$ cat src/rtl/mem_port_arbiter.sv
// Shares one synchronous data-memory port between VGA, PS2 and CPU requesters.
// Every access is a fixed IDLE/ACCESS/WAIT/ACK sequence with a CPU starvation guard.
module mem_port_arbiter #(
    parameter int ADDR_W   = 10,
    parameter int DATA_W   = 16,
    parameter int MAX_WAIT = 4
) (
    input  logic              clk,
    input  logic              reset,
    input  logic              vga_req,
    input  logic [ADDR_W-1:0] vga_addr,
    output logic              vga_ack,
    output logic [DATA_W-1:0] vga_rdata,
    input  logic              kb_req,
    input  logic [ADDR_W-1:0] kb_addr,
    input  logic [7:0]        kb_data,
    output logic              kb_ack,
    input  logic              cpu_req,
    input  logic              cpu_we,
    input  logic [ADDR_W-1:0] cpu_addr,
    input  logic [DATA_W-1:0] cpu_wdata,
    output logic              cpu_ack,
    output logic [DATA_W-1:0] cpu_rdata,
    output logic [ADDR_W-1:0] mem_addr,
    output logic              mem_we,
    output logic [DATA_W-1:0] mem_wdata,
    input  logic [DATA_W-1:0] mem_rdata,
    output logic              busy,
    output logic [1:0]        owner
);

    localparam int CW = $clog2(MAX_WAIT + 1);

    localparam logic [1:0] OWN_NONE = 2'b00;
    localparam logic [1:0] OWN_VGA  = 2'b01;
    localparam logic [1:0] OWN_KB   = 2'b10;
    localparam logic [1:0] OWN_CPU  = 2'b11;

    typedef enum logic [1:0] {
        S_IDLE,
        S_ACCESS,
        S_WAIT,
        S_ACK
    } state_t;

    state_t            r_state;
    state_t            w_next;
    logic [1:0]        r_owner;
    logic              r_is_wr;
    logic [CW-1:0]     r_cpu_wait;

    logic              w_any;
    logic              w_cpu_force;
    logic [1:0]        w_win;
    logic [ADDR_W-1:0] w_addr;
    logic [DATA_W-1:0] w_wdata;
    logic              w_we;
    logic [CW-1:0]     w_wait_nx;

    assign w_any       = vga_req | kb_req | cpu_req;
    assign w_cpu_force = cpu_req && (r_cpu_wait == CW'(MAX_WAIT));

    // Starvation guard overrides the fixed VGA > KB > CPU order.
    always_comb begin
        w_win = OWN_NONE;
        if (w_cpu_force)
            w_win = OWN_CPU;
        else if (vga_req)
            w_win = OWN_VGA;
        else if (kb_req)
            w_win = OWN_KB;
        else if (cpu_req)
            w_win = OWN_CPU;
    end

    always_comb begin
        w_addr  = '0;
        w_wdata = '0;
        w_we    = 1'b0;
        unique case (w_win)
            OWN_VGA: begin
                w_addr = vga_addr;
            end
            OWN_KB: begin
                w_addr  = kb_addr;
                w_wdata = {{(DATA_W-8){1'b0}}, kb_data};
                w_we    = 1'b1;
            end
            OWN_CPU: begin
                w_addr  = cpu_addr;
                w_wdata = cpu_wdata;
                w_we    = cpu_we;
            end
            default: begin
                w_addr = '0;
            end
        endcase
    end

    always_comb begin
        w_wait_nx = r_cpu_wait;
        if (!cpu_req || w_win == OWN_CPU)
            w_wait_nx = '0;
        else if (r_cpu_wait != CW'(MAX_WAIT))
            w_wait_nx = r_cpu_wait + 1'b1;
    end

    always_comb begin
        w_next = r_state;
        unique case (r_state)
            S_IDLE:   w_next = w_any ? S_ACCESS : S_IDLE;
            S_ACCESS: w_next = S_WAIT;
            S_WAIT:   w_next = S_ACK;
            S_ACK:    w_next = S_IDLE;
            default:  w_next = S_IDLE;
        endcase
    end

    always_ff @(posedge clk or negedge reset) begin
        if (!reset) begin
            r_state <= S_IDLE;
        end else begin
            r_state <= w_next;
        end
    end

    // Memory-side outputs are registered so they appear exactly in ACCESS.
    always_ff @(posedge clk or negedge reset) begin
        if (!reset) begin
            r_owner    <= OWN_NONE;
            r_is_wr    <= 1'b0;
            r_cpu_wait <= '0;
            mem_addr   <= '0;
            mem_wdata  <= '0;
            mem_we     <= 1'b0;
            vga_ack    <= 1'b0;
            kb_ack     <= 1'b0;
            cpu_ack    <= 1'b0;
            vga_rdata  <= '0;
            cpu_rdata  <= '0;
        end else begin
            mem_we  <= 1'b0;
            vga_ack <= 1'b0;
            kb_ack  <= 1'b0;
            cpu_ack <= 1'b0;
            unique case (r_state)
                S_IDLE: begin
                    if (w_any) begin
                        r_owner    <= w_win;
                        r_is_wr    <= w_we;
                        r_cpu_wait <= w_wait_nx;
                        mem_addr   <= w_addr;
                        mem_wdata  <= w_wdata;
                        mem_we     <= w_we;
                    end
                end
                S_ACCESS: begin
                    mem_we <= 1'b0;
                end
                S_WAIT: begin
                    if (r_owner == OWN_VGA)
                        vga_rdata <= mem_rdata;
                    if (r_owner == OWN_CPU && !r_is_wr)
                        cpu_rdata <= mem_rdata;
                    vga_ack <= (r_owner == OWN_VGA);
                    kb_ack  <= (r_owner == OWN_KB);
                    cpu_ack <= (r_owner == OWN_CPU);
                end
                S_ACK: begin
                    r_owner <= OWN_NONE;
                end
                default: begin
                    r_owner <= OWN_NONE;
                end
            endcase
        end
    end

    assign busy  = (r_state != S_IDLE);
    assign owner = r_owner;

endmodule

$ cat config.mk
export PLATFORM = sky130hd
export DESIGN_NAME = mem_port_arbiter
export DESIGN_NICKNAME = d
export VERILOG_FILES = /design/src/rtl/mem_port_arbiter.sv
export SDC_FILE = /design/constraint.sdc
export NUM_CORES = 1
export LEC_CHECK = 0
export BUFFER_PORTS_ARGS = -buffer_cell sky130_fd_sc_hd__buf_2
export CAP_MARGIN = 10
export CORE_MARGIN = 1
export CORE_UTILIZATION = 45
export CTS_BUF_LIST = sky130_fd_sc_hd__clkbuf_4 sky130_fd_sc_hd__clkbuf_8
export CTS_CLUSTER_DIAMETER = 50
export DETAILED_ROUTE_END_ITERATION = 12
export PLACE_DENSITY = 0.82
export SYNTH_ARGS = -nofsm -noshare
export SYNTH_HDL_FRONTEND = slang
export SYNTH_SLANG_ARGS = --single-unit
$ cat constraint.sdc
create_clock -name clk -period 2.5 [get_ports clk]
set_input_delay 0.375 -clock clk [delete_from_list [all_inputs] [get_ports clk]]
set_output_delay 0.375 -clock clk [all_outputs]
set_load 0.02 [all_outputs]
# After elaboration in Yosys (flattened, before gate mapping)
# Cells that the tools add are included.
[word_totals] register_bits=70 inputBits=76 output_inout_bits=65 elab_cells=59
[op_classes] n_addsub=1 n_eq_ne=12 muxes=18 bitwise_logic=2 reduce_logical=14
[op_table] op="$pmux W16 S2" count=1
[op_table] op="$pmux W10 S3" count=1
[op_table] op="$eq A2 B2 Y1 const B" count=6
[op_table] op="$mux W2" count=5
[op_table] op="$pmux W2 S4" count=1
[op_table] op="$reduce_and A2 Y1" count=4
[op_table] op="$eq A2 B1 Y1 const B" count=3
[op_table] op="$mux W1" count=6
[op_table] op="$mux W3" count=2
[op_table] op="$reduce_bool A2 Y1" count=3
[op_table] op="$pmux W2 S2" count=1
[op_table] op="$add A3 B1 Y3 const B" count=1
[op_table] op="$eq A3 B3 Y1 const B" count=1
[op_table] op="$ne A3 B3 Y1 const B" count=1
[op_table] op="$reduce_and A3 Y1" count=1
[op_table] op="$logic_and A1 B1 Y1" count=2
[op_table] op="$logic_not A1 Y1" count=2
[op_table] op="$logic_not A2 Y1" count=1
[op_table] op="$ne A2 B2 Y1 const B" count=1
[op_table] op="$or A1 B1 Y1" count=2
[op_table] op="$pmux W1 S2" count=1
[op_table] op="$logic_or A1 B1 Y1" count=1

# Longest topological paths before layout
# Gate-level depths: netlist of run 1.
[logic_depth] ltp_word=8 depth_mapped=7 depth_no_buf=5

# Worst setup path after synthesis of run 1
# OpenSTA, ideal clock, no wires.
[synth_timing] path_kind="register to register" startpoint="register r_state[0]" endpoint="register cpu_rdata[10]" setup_ns=0.125 arrival_ns=1.422 t_required_ns=2.375 slack_ns=0.953 path_stages_with_launch=8 n_path_buf=2 period_less_slack_ns=1.547 path_cell_list="dfrtp_1 inv_1 ha_1 and3_1 nand2b_1 buf_6 buf_6 mux2_4"
[synth_via] elab_chain_len=2
[synth_rtl] item="from (decl)" line_no="46" source="state_t r_state;"
[synth_rtl] item="from (signal assigned)" line_no="123" source="r_state <= w_next;"
[synth_rtl] item="$eq A2 B2 Y1" line_no="146" source="unique case (r_state)"
[synth_rtl] item="$reduce_and A2 Y1 (no source line)"
[synth_rtl] item="to (signal assigned)" line_no="164" source="cpu_rdata <= mem_rdata;"
[synth_rtl] item="to (decl)" line_no="23" source="output logic [DATA_W-1:0] cpu_rdata,"
# Every way passes these cells.
# A chain may end at the register's enable or synchronous reset.

# Worst setup path in the final report of run 1
[layout_timing] startpoint="register r_cpu_wait[0]" endpoint="register mem_wdata[11]"
[layout_via] elab_chain_len=5 word_cells_on_any_way=6 cone_classes="eq/ne: 3; mux: 2; reduce/logical: 1"
[layout_rtl] item="from (decl)" line_no="50" source="logic [CW-1:0] r_cpu_wait;"
[layout_rtl] item="from (signal assigned)" line_no="151" source="r_cpu_wait <= w_wait_nx;"
[layout_rtl] item="$eq A3 B3 Y1 *" line_no="61" source="assign w_cpu_force = cpu_req && (r_cpu_wait == CW'(MAX_WAIT));"
[layout_rtl] item="$logic_and A1 B1 Y1 *" line_no="61"
[layout_rtl] item="$mux W2 *" line_no="66" source="if (w_cpu_force)"
[layout_rtl] item="$eq A2 B2 Y1" line_no="80" source="unique case (w_win)"
[layout_rtl] item="$pmux W16 S2 *" line_no="80"
[layout_rtl] item="to (signal assigned)" line_no="153" source="mem_wdata <= w_wdata;"
[layout_rtl] item="to (decl)" line_no="26" source="output logic [DATA_W-1:0] mem_wdata,"
# Mark *: on every way between the ends. The rest lies on a longest branch, timed or not.

==> run metrics, run 1 <==
status finished clean; initial antenna violation count 0; Routability Congestion 0.853; RSZ-0062 raised after global routing false; synth top area cells dfrtp_1 54%, mux2_2 7.7%, nand3_1 5.6%; Fmax 529 MHz; final worst setup slack 609 ps; Pwr Total 5.35 mW; Fin Hold WS 43.0 ps; DR vias 2734; count of input and output buffers 140; CP max FO 19; Routed Antenna Nets 0; Crit. End Element flop; H-tree Lvls 3; Tcrit/Tclk final 0.756; Yosys warning count 0; antenna fix cells 0; fraction of layout cells with a size suffix above 1 0.507; cts hold-fix bufs 0; Std-Cell Rows 30; Clock Sinks 70; setup_tns 0 ps; vias per cell around 5.4; Leak Pwr about 2 nW; Post-Place Cells 488; clock tree buffer depth 2; largest net degree at the start of global routing 30; Yosys reg bits 70; post-synth top area share 0.544; final-report max-slew violation count 0; syn_nets 349; Pre-Repair DR Iteration Count 5; grt ovf 0; root buf cell clkbuf_8; Die ar. 0.00750 mm²; fin crit period between 1500 and 2000 ps; setup slack at placement approximately 430 ps; Num CTS Buffers 9; NumNets Final just under 500; Pwr per Cell Area between 1000 and 1500 mW/mm²; non-filler instance count after layout 504; area leader, netlist dfrtp_1; Top Ports approximately 140; Seq/Total Area, Yosys 0.544; DRC errors left 0; Synth Instances 268; Avg WL per Cell between 15 and 20 µm; Hold Path Class in2async; total routed wirelength around 8000 µm; number of global-route vias before repair 2606; post-cts gate resize count 0; maxcap violations 0; setup violators final 0; Clock Skews 11.5 ps; Max-slew headroom 0.330; initial core utilization 0.469; First DRT Iteration DRCs about 130; GRT Total Usage 0.223; area of the core 0.00687 mm²; clock slew at reported path FFs 70 ps; CTS tree done; post-CTS setup buffer count 0; cell area after synthesis 0.00322 mm²; Arr. time, crit path 2170 ps; critical path class reg2reg; worst-skew pair later-pin latency approximately 340 ps; Area Overhead vs Synth 28.7%; DIE HEIGHT roughly 87 µm; HPWL after DPL 5740 µm; worst vdd ir 568 µV; final hold vios 0; Mean Syn Cell Area 12.0 µm²; first-pass GRT wire length 12700 µm; slew at the pin closest to its max-slew limit between 1000 and 1500 ps; startpoint types flop; Worst Path Required around 2800 ps; Yosys cell types 36; Die X-Extent approximately 87 µm
state kept, by name, indices dropped and copies added (netlist names):
register	cells
kb_ack	1
vga_rdata	16
cpu_rdata	16
r_is_wr	1
vga_ack	1
cpu_ack	1
r_state	2
mem_addr	10
r_cpu_wait	3
owner	2
mem_we	1
mem_wdata	16
report_power, final:
group | total (mW) | switching [mW] | internal (mW)
Combinational | 2.49 | 1.47 | 1.03
Sequential | 1.96 | 0.294 | 1.67
Clock | 0.892 | 0.422 | 0.470
Total | 5.35 | 2.19 | 3.16
Yosys cell counts, drive strengths merged:
master,instances
a2bb2oi,1
dfrtp,70
buf,23
mux2,32
o21ai,5
a211oi,1
inv,7
nand2b,2
o2bb2ai,1
a21oi,3
ha,5
a22o,8
nand3,37
nand4,3
and3,2
o21a,1
a21o,1
nand3b,1
nor2,23
nand2,5
nor2b,1
o221ai,10
o31a,1
a31oi,19
o211ai,1
and3b,1
o31ai,2
a21bo,1
clkbuf,1
layer usage:
metal	vias to the layer above	global-route usage	wire (µm)
met2	151	0.372	3870
met4	0	0.111	178
met5	-	0	0
met3	16	0.0429	610
met1	1315	0.279	3250
li1	1252	-	-
critical path, cell delays in order (launching register included):
cell	delay, ps
dfrtp_1	390
inv_1	90
ha_1	320
o2bb2ai_2	410
and3_1	440
a22o_1	180
cell usage in the layout, fill, tap and decap left out, types with 7 or more instances in the layout:
cell      Yosys  layout
mux2_4       10      10
clkbuf_8      0       9
inv_1         7       7
buf_2        13     140
buf_4         5       7
a22o_1        8       8
dfrtp_1      70      70
mux2_2       22      22
a31oi_1      19      19
nand3_1      36      36
nor2_1       23      23
worst paths after layout:
check / cells after the start / slack [ps] / endpoint / start
hold reg to reg: 1 / 500 / vga_rdata[12] / vga_rdata[12]
setup reg to reg: 5 / 610 / mem_wdata[11] / r_cpu_wait[0]
max in group asynchronous: 2 / 1780 / mem_wdata[6] / reset
min in group clk: 2 / 250 / mem_wdata[14] / cpu_wdata[14]
hold / removal: 1 / 40 / cpu_rdata[5] / reset
setup / recovery: 5 / 610 / mem_wdata[11] / r_cpu_wait[0]
final cells by class:
cell class                 instances  area (µm²)
clock buffer                      10         131
fill                             585        2720
multi-input combinational        167        1280
inverter                           7        26.3
sequential                        70        1750
tap                               96         120
timing repair buffer             148         773
clock inverter                     6        62.6
kinds of logic (layout without fill, tap and decap cells):
family / after synthesis / after routing / synth area share
compound gates: 55 / 55 / 0.141
fa+ha+maj: 5 / 5 / 0.0194
buf+inv: 31 / 171 / 0.0586
flops: 70 / 70 / 0.544
mux: 32 / 32 / 0.123
simple gates: 75 / 75 / 0.113
metrics by stage:
step	util	cell area [µm²]
2_1_floorplan	-	3220
3_3_place_gp	0.575	3950
3_5_place_dp	0.575	3950
4_1_cts	0.604	4150
5_1_grt	0.604	4150
6_report	0.604	4150
(Power assumes the default switching activity.)
==> run 2, diff against run 1 <==
==> constraint.sdc (replaced) <==
create_clock -name clk -period 2 [get_ports clk]
set_input_delay 0.3 -clock clk [delete_from_list [all_inputs] [get_ports clk]]
set_output_delay 0.3 -clock clk [all_outputs]
set_load 0.02 [all_outputs]
==> run 2 against run 1 <==
  * Final cell count increased by 0.20%
  * Register-to-register slack got worse by 370 ps
  * Via count decreased by 4.0%
  * Largest cell class unchanged
==> run metrics, run 2 (synthesis results as in run 1) <==
grt ovf 0 (unchanged); Num CTS Buffers 9 (unchanged); final-report max-slew violation count 0 (unchanged); Top Ports 141 (unchanged); CTS tree done (unchanged); initial antenna violation count 0 (unchanged); Pre-Repair DR Iteration Count 4 (was 5); Hold Path Class in2reg (was in2async); Fin Hold WS 181 ps (was 43.0 ps); GRT Total Usage 0.215 (was 0.223); Tcrit/Tclk final 0.900; post-CTS setup buffer count 0 (unchanged); initial core utilization 0.469 (unchanged); area of placed instances 0.00397 mm² (was 0.00395 mm²); Worst Setup SP r_state[0] (was r_cpu_wait[0]); Worst Path Required 1700 ps (was 2780 ps); First DRT Iteration DRCs 80 (was 127); clock tree buffer depth 2 (unchanged); Routed Antenna Nets 0 (unchanged); area of the core 0.00687 mm² (unchanged); Comb power frac 0.468 (was 0.466); most frequent cells in the layout 140 x buf_2, 70 x dfrtp_1, 36 x nand3_1, 23 x nor2_1, 22 x mux2_2 (unchanged); final instance area 0.00416 mm² (was 0.00415 mm²); setup violators final 0 (unchanged); cts hold-fix bufs 1 (was 0); RSZ-0062 raised after global routing false (unchanged); slew at the pin closest to its max-slew limit 1080 ps (was 1000 ps); Seq pwr share 0.370 (was 0.367); Die ar. 0.00750 mm² (unchanged); number of global-route vias before repair 2625 (was 2606); root buf cell clkbuf_8 (unchanged); fraction of layout cells with a size suffix above 1 0.506 (was 0.507); worst-skew pair later-pin latency 330 ps (was 340 ps); Clock Sinks 70 (unchanged); startpoint types flop (unchanged); worst vdd ir 667 µV (was 568 µV); largest net degree at the start of global routing 71 (was 30); Pwr per Cell Area 1590 mW/mm² (was 1290 mW/mm²); Clock Skews 8.46 ps (was 11.5 ps); Switch Pwr 2.76 mW (was 2.19 mW); vias per cell 5.20 (was 5.42); DIE HEIGHT 86.6 µm (unchanged); Std-Cell Rows 30 (unchanged); DR vias 2626 (was 2734); Reg2Reg Setup Slack 240 ps (was 610 ps); antenna fix cells 0 (unchanged); Sw Ratio 0.418 (was 0.409); CP max FO 11 (was 19); final hold vios 0 (unchanged); status finished clean (unchanged); NumNets Final 485 (was 484); Routability Congestion 0.829 (was 0.853); Die X-Extent 86.6 µm (unchanged); Fillers 577 (was 585); Area Overhead vs Synth 29.2% (was 28.7%); Fmax 556 MHz; setup_tns 0 ps (unchanged); post-cts gate resize count 0 (unchanged); critical path class reg2out (was reg2reg); reg2reg start r_cpu_wait[0] (unchanged); Arr. time, crit path 1500 ps (was 2170 ps); Avg WL per Cell 15.0 µm (was 15.7 µm); HPWL after DPL 5450 µm (was 5740 µm); Internal Pwr Total 3.85 mW (was 3.16 mW); maxcap violations 0 (unchanged); FF-to-FF path depth 5 (unchanged); Leak Pwr 2.06 nW (about the same); RR Endpoint mem_wdata[11] (unchanged); Max-slew headroom 0.278 (was 0.330); fin crit period 1800 ps; DRC errors left 0 (unchanged); Setup crit end busy (was mem_wdata[11]); clock slew at reported path FFs 80 ps (was 70 ps); count of input and output buffers 140 (unchanged); commonest non-fill, non-tap cell in the layout buf_2 (unchanged); H-tree Lvls 3 (unchanged); first-pass GRT wire length 12400 µm (was 12700 µm); Crit. End Element primary output (was flop); clock share of power 0.162 (was 0.167); biggest regs cpu_rdata x16, mem_wdata x16, vga_rdata x16 (unchanged); total routed wirelength 7590 µm (was 7910 µm)
run 2: area by class of cell:
| cell class | instances | area (µm²) | area share |
|---|---|---|---|
| clock buffers | 9 | 124 | 0.0297 |
| inverters | 7 | 26.3 | 0.00631 |
| flip-flops and latches | 70 | 1750 | 0.421 |
| well taps | 96 | 120 | 0.0288 |
| repair buffers | 149 | 796 | 0.191 |
| multi-input cells | 167 | 1280 | 0.308 |
| clock inverters | 7 | 65.1 | 0.0156 |
run 2: critical path: stages, from the launching register on:
cell	delay [ps]
dfrtp_1	390
inv_1	80
ha_1	410
inv_1	100
buf_2	180
run 2: how the worst min path moves through the flow:
stage                              from            end  slack [ps]  cells past startpoint
after global routing      cpu_wdata[11]  mem_wdata[11]         170                      2
final                     cpu_wdata[10]  mem_wdata[10]         180                      2
after CTS                 cpu_wdata[10]  mem_wdata[10]         160                      2
after global placement            reset   cpu_rdata[1]         350                      2
after detailed placement          reset   cpu_rdata[1]         350                      2
after floorplan                   reset        cpu_ack           4                      0
run 2: through the flow:
step                      setup WS (ps)   util  total power, mW  instances
after global placement              117  0.577             5.49        488
after floorplan                     453      -             4.59        268
final                               200  0.606             6.61        505
after detailed placement           75.7  0.577             5.59        488
after global routing               49.9  0.606             7.08        505
after CTS                           170  0.606             6.68        505
run 2: power by group through the flow:
stage | sequential, mW | combinational [mW] | clock [mW]
6_report | 2.45 | 3.09 | 1.07
5_1_grt | 2.53 | 3.37 | 1.17
4_1_cts | 2.45 | 3.12 | 1.11
3_5_place_dp | 2.47 | 3.12 | 0
3_3_place_gp | 2.45 | 3.05 | 0
2_1_floorplan | 3.19 | 1.40 | 0
run 2: per-layer routing:
metal / vias up / global-route usage / share of wire
met5: - / 0 / 0
met2: 122 / 0.355 / 0.48
met4: 0 / 0.0818 / 0.010
met1: 1246 / 0.273 / 0.45
li1: 1250 / - / -
met3: 8 / 0.0552 / 0.063
==> run 3, diff against run 2 <==
--- a/config.mk
+++ b/config.mk
@@ -7,6 +7,7 @@
 export LEC_CHECK = 0
 export BUFFER_PORTS_ARGS = -buffer_cell sky130_fd_sc_hd__buf_2
 export CAP_MARGIN = 10
+export CORE_ASPECT_RATIO = 0.75
 export CORE_MARGIN = 1
 export CORE_UTILIZATION = 45
 export CTS_BUF_LIST = sky130_fd_sc_hd__clkbuf_4 sky130_fd_sc_hd__clkbuf_8
==> run 3 against run 2 <==
  * Design area increased by 0.81%
  * Maximum frequency decreased by 1.5%
  * Global-route usage increased by 0.35 points
  * Critical path depth unchanged
  * Die area about the same
  * Largest power group unchanged
  * Non-clock buffer count increased by 1
  * Utilization increased by 0.54 points
  * Sequential share of layout area decreased by 0.34 points
  * Worst setup slack got worse by 27 ps
  * Register-to-register slack got worse by 30 ps
  * Largest cell class unchanged
  * Power increased by 3.7%
==> run metrics, run 3 (synthesis results as in run 1) <==
final instance area 0.00420 mm² (was 0.00416 mm²); DIE HEIGHT 75.3 µm (was 86.6 µm); initial core utilization 0.469 (about the same); worst-skew pair later-pin latency 340 ps (was 330 ps); Worst Setup SP r_state[0] (unchanged); HPWL after DPL 5790 µm (was 5450 µm); area of the core 0.00686 mm² (was 0.00687 mm²); post-CTS setup buffer count 0 (unchanged); clock slew at reported path FFs 80 ps (about the same); final hold vios 0 (unchanged); Die X-Extent 99.7 µm (was 86.6 µm); most frequent cells in the layout 140 x buf_2, 70 x dfrtp_1, 36 x nand3_1, 23 x nor2_1, 22 x mux2_2 (unchanged); setup_tns 0 ps (unchanged); Fillers 579 (was 577); commonest non-fill, non-tap cell in the layout buf_2 (unchanged); Top Ports 141 (unchanged); Avg WL per Cell 15.7 µm (was 15.0 µm); maxcap violations 0 (unchanged); Pwr Total 6.86 mW (was 6.61 mW); critical path class reg2out (unchanged); Fmax 547 MHz (was 556 MHz); H-tree Lvls 3 (unchanged); Die ar. 0.00751 mm² (was 0.00750 mm²); number of global-route vias before repair 2527 (was 2625); met3 wire len 688 µm (was 479 µm); Max-slew headroom 0.280 (was 0.278); Clock Skews 9.55 ps (was 8.46 ps); clock tree buffer depth 2 (unchanged); worst vdd ir 618 µV (was 667 µV); count of input and output buffers 140 (unchanged); Std-Cell Rows 26 (was 30); DR vias 2721 (was 2626); Crit. End Element primary output (unchanged); Reg2Reg Setup Slack 210 ps (was 240 ps); fraction of layout cells with a size suffix above 1 0.510 (was 0.506); root buf cell clkbuf_8 (unchanged); Arr. time, crit path 1530 ps (was 1500 ps); post-cts gate resize count 0 (unchanged); startpoint types flop (unchanged); RSZ-0062 raised after global routing false (unchanged); grt ovf 0 (unchanged); Setup crit end busy (unchanged); total routed wirelength 7950 µm (was 7590 µm); Routability Congestion 0.846 (was 0.829); area of placed instances 0.00397 mm² (about the same); Fin Hold WS 7.52 ps (was 181 ps); Pre-Repair DR Iteration Count 4 (unchanged); FF+latch area 0.00175 mm² (unchanged); status finished clean (unchanged); met1 wire length 3320 µm (was 3380 µm); post-layout util 0.612 (was 0.606); FF-to-FF path depth 5 (unchanged); First DRT Iteration DRCs 90 (was 80); slew at the pin closest to its max-slew limit 1080 ps (about the same); Tcrit/Tclk final 0.914 (was 0.900); Num CTS Buffers 9 (unchanged); fin crit period 1830 ps (was 1800 ps); antenna fix cells 0 (unchanged); NumNets Final 486 (was 485); DRC errors left 0 (unchanged); biggest regs cpu_rdata x16, mem_wdata x16, vga_rdata x16 (unchanged); setup violators final 0 (unchanged); Area Overhead vs Synth 30.3% (was 29.2%); Worst Path Required 1700 ps (about the same); Leak Pwr 2.08 nW (was 2.06 nW); first-pass GRT wire length 12300 µm (was 12400 µm); RR Endpoint mem_addr[2] (was mem_wdata[11]); Clock Sinks 70 (unchanged); CTS tree done (unchanged); area occupied by multi-input gates 0.00128 mm² (unchanged); DR top layer met4 (unchanged); vias per cell 5.36 (was 5.20); met2 wire length 3860 µm (was 3660 µm); largest net degree at the start of global routing 37 (was 71); Routed Antenna Nets 0 (unchanged); final-report max-slew violation count 0 (unchanged); Pwr per Cell Area 1630 mW/mm² (was 1590 mW/mm²); cts hold-fix bufs 0 (was 1); CP max FO 11 (unchanged); GRT Total Usage 0.219 (was 0.215); reg2reg start r_state[0] (was r_cpu_wait[0]); Hold Path Class in2async (was in2reg); initial antenna violation count 0 (unchanged)
run 3: changes by cell type in the layout (fill, tap and decap cells not counted):
cell,delta
buf_12,-1
buf_4,+3
bufinv_16,+2
clkbuf_4,+1
clkbuf_8,+1
clkinv_2,+1
clkinvlp_4,-1
dlygate4sd3_1,-1
inv_6,-2
inv_8,-2
run 3: worst min-delay path by stage:
stage,slack (ps),end,depth (start not counted)
3_3_place_gp,360,cpu_rdata[4],2
5_1_grt,30,cpu_rdata[4],2
6_report,8,cpu_rdata[3],2
3_5_place_dp,370,cpu_rdata[2],2
4_1_cts,2,vga_rdata[15],2
2_1_floorplan,4,cpu_ack,0
run 3: layout make-up:
type,count,share of cell area
well taps,98,0.0292
clock buffers,11,0.0346
multi-input cells,167,0.305
clock inverters,5,0.0197
repair buffers,150,0.188
flip-flops and latches,70,0.417
inverters,7,0.00626
run 3: power by group:
part	leakage [nW]	switching, mW	internal (mW)
sequential	0.849	0.367	2.09
clock	0.117	0.527	0.753
combinational	1.12	1.85	1.28
run 3: metrics by stage:
| step | setup WS [ps] | instances |
|---|---|---|
| after floorplan | 453 | 268 |
| after global placement | 151 | 492 |
| after detailed placement | 34.4 | 492 |
| after CTS | 154 | 508 |
| after global routing | 74.2 | 508 |
| final | 173 | 508 |
run 3: worst max-delay path, cell delays in order (launching register included):
cell     delay [ps]
dfrtp_1         390
inv_1            90
ha_1            420
inv_1           110
buf_2           180
run 3: routing by layer:
layer	vias to the layer above	track usage
li1	1253	-
met2	141	0.385
met4	0	0.0703
met1	1316	0.257
met3	11	0.0734
met5	-	0
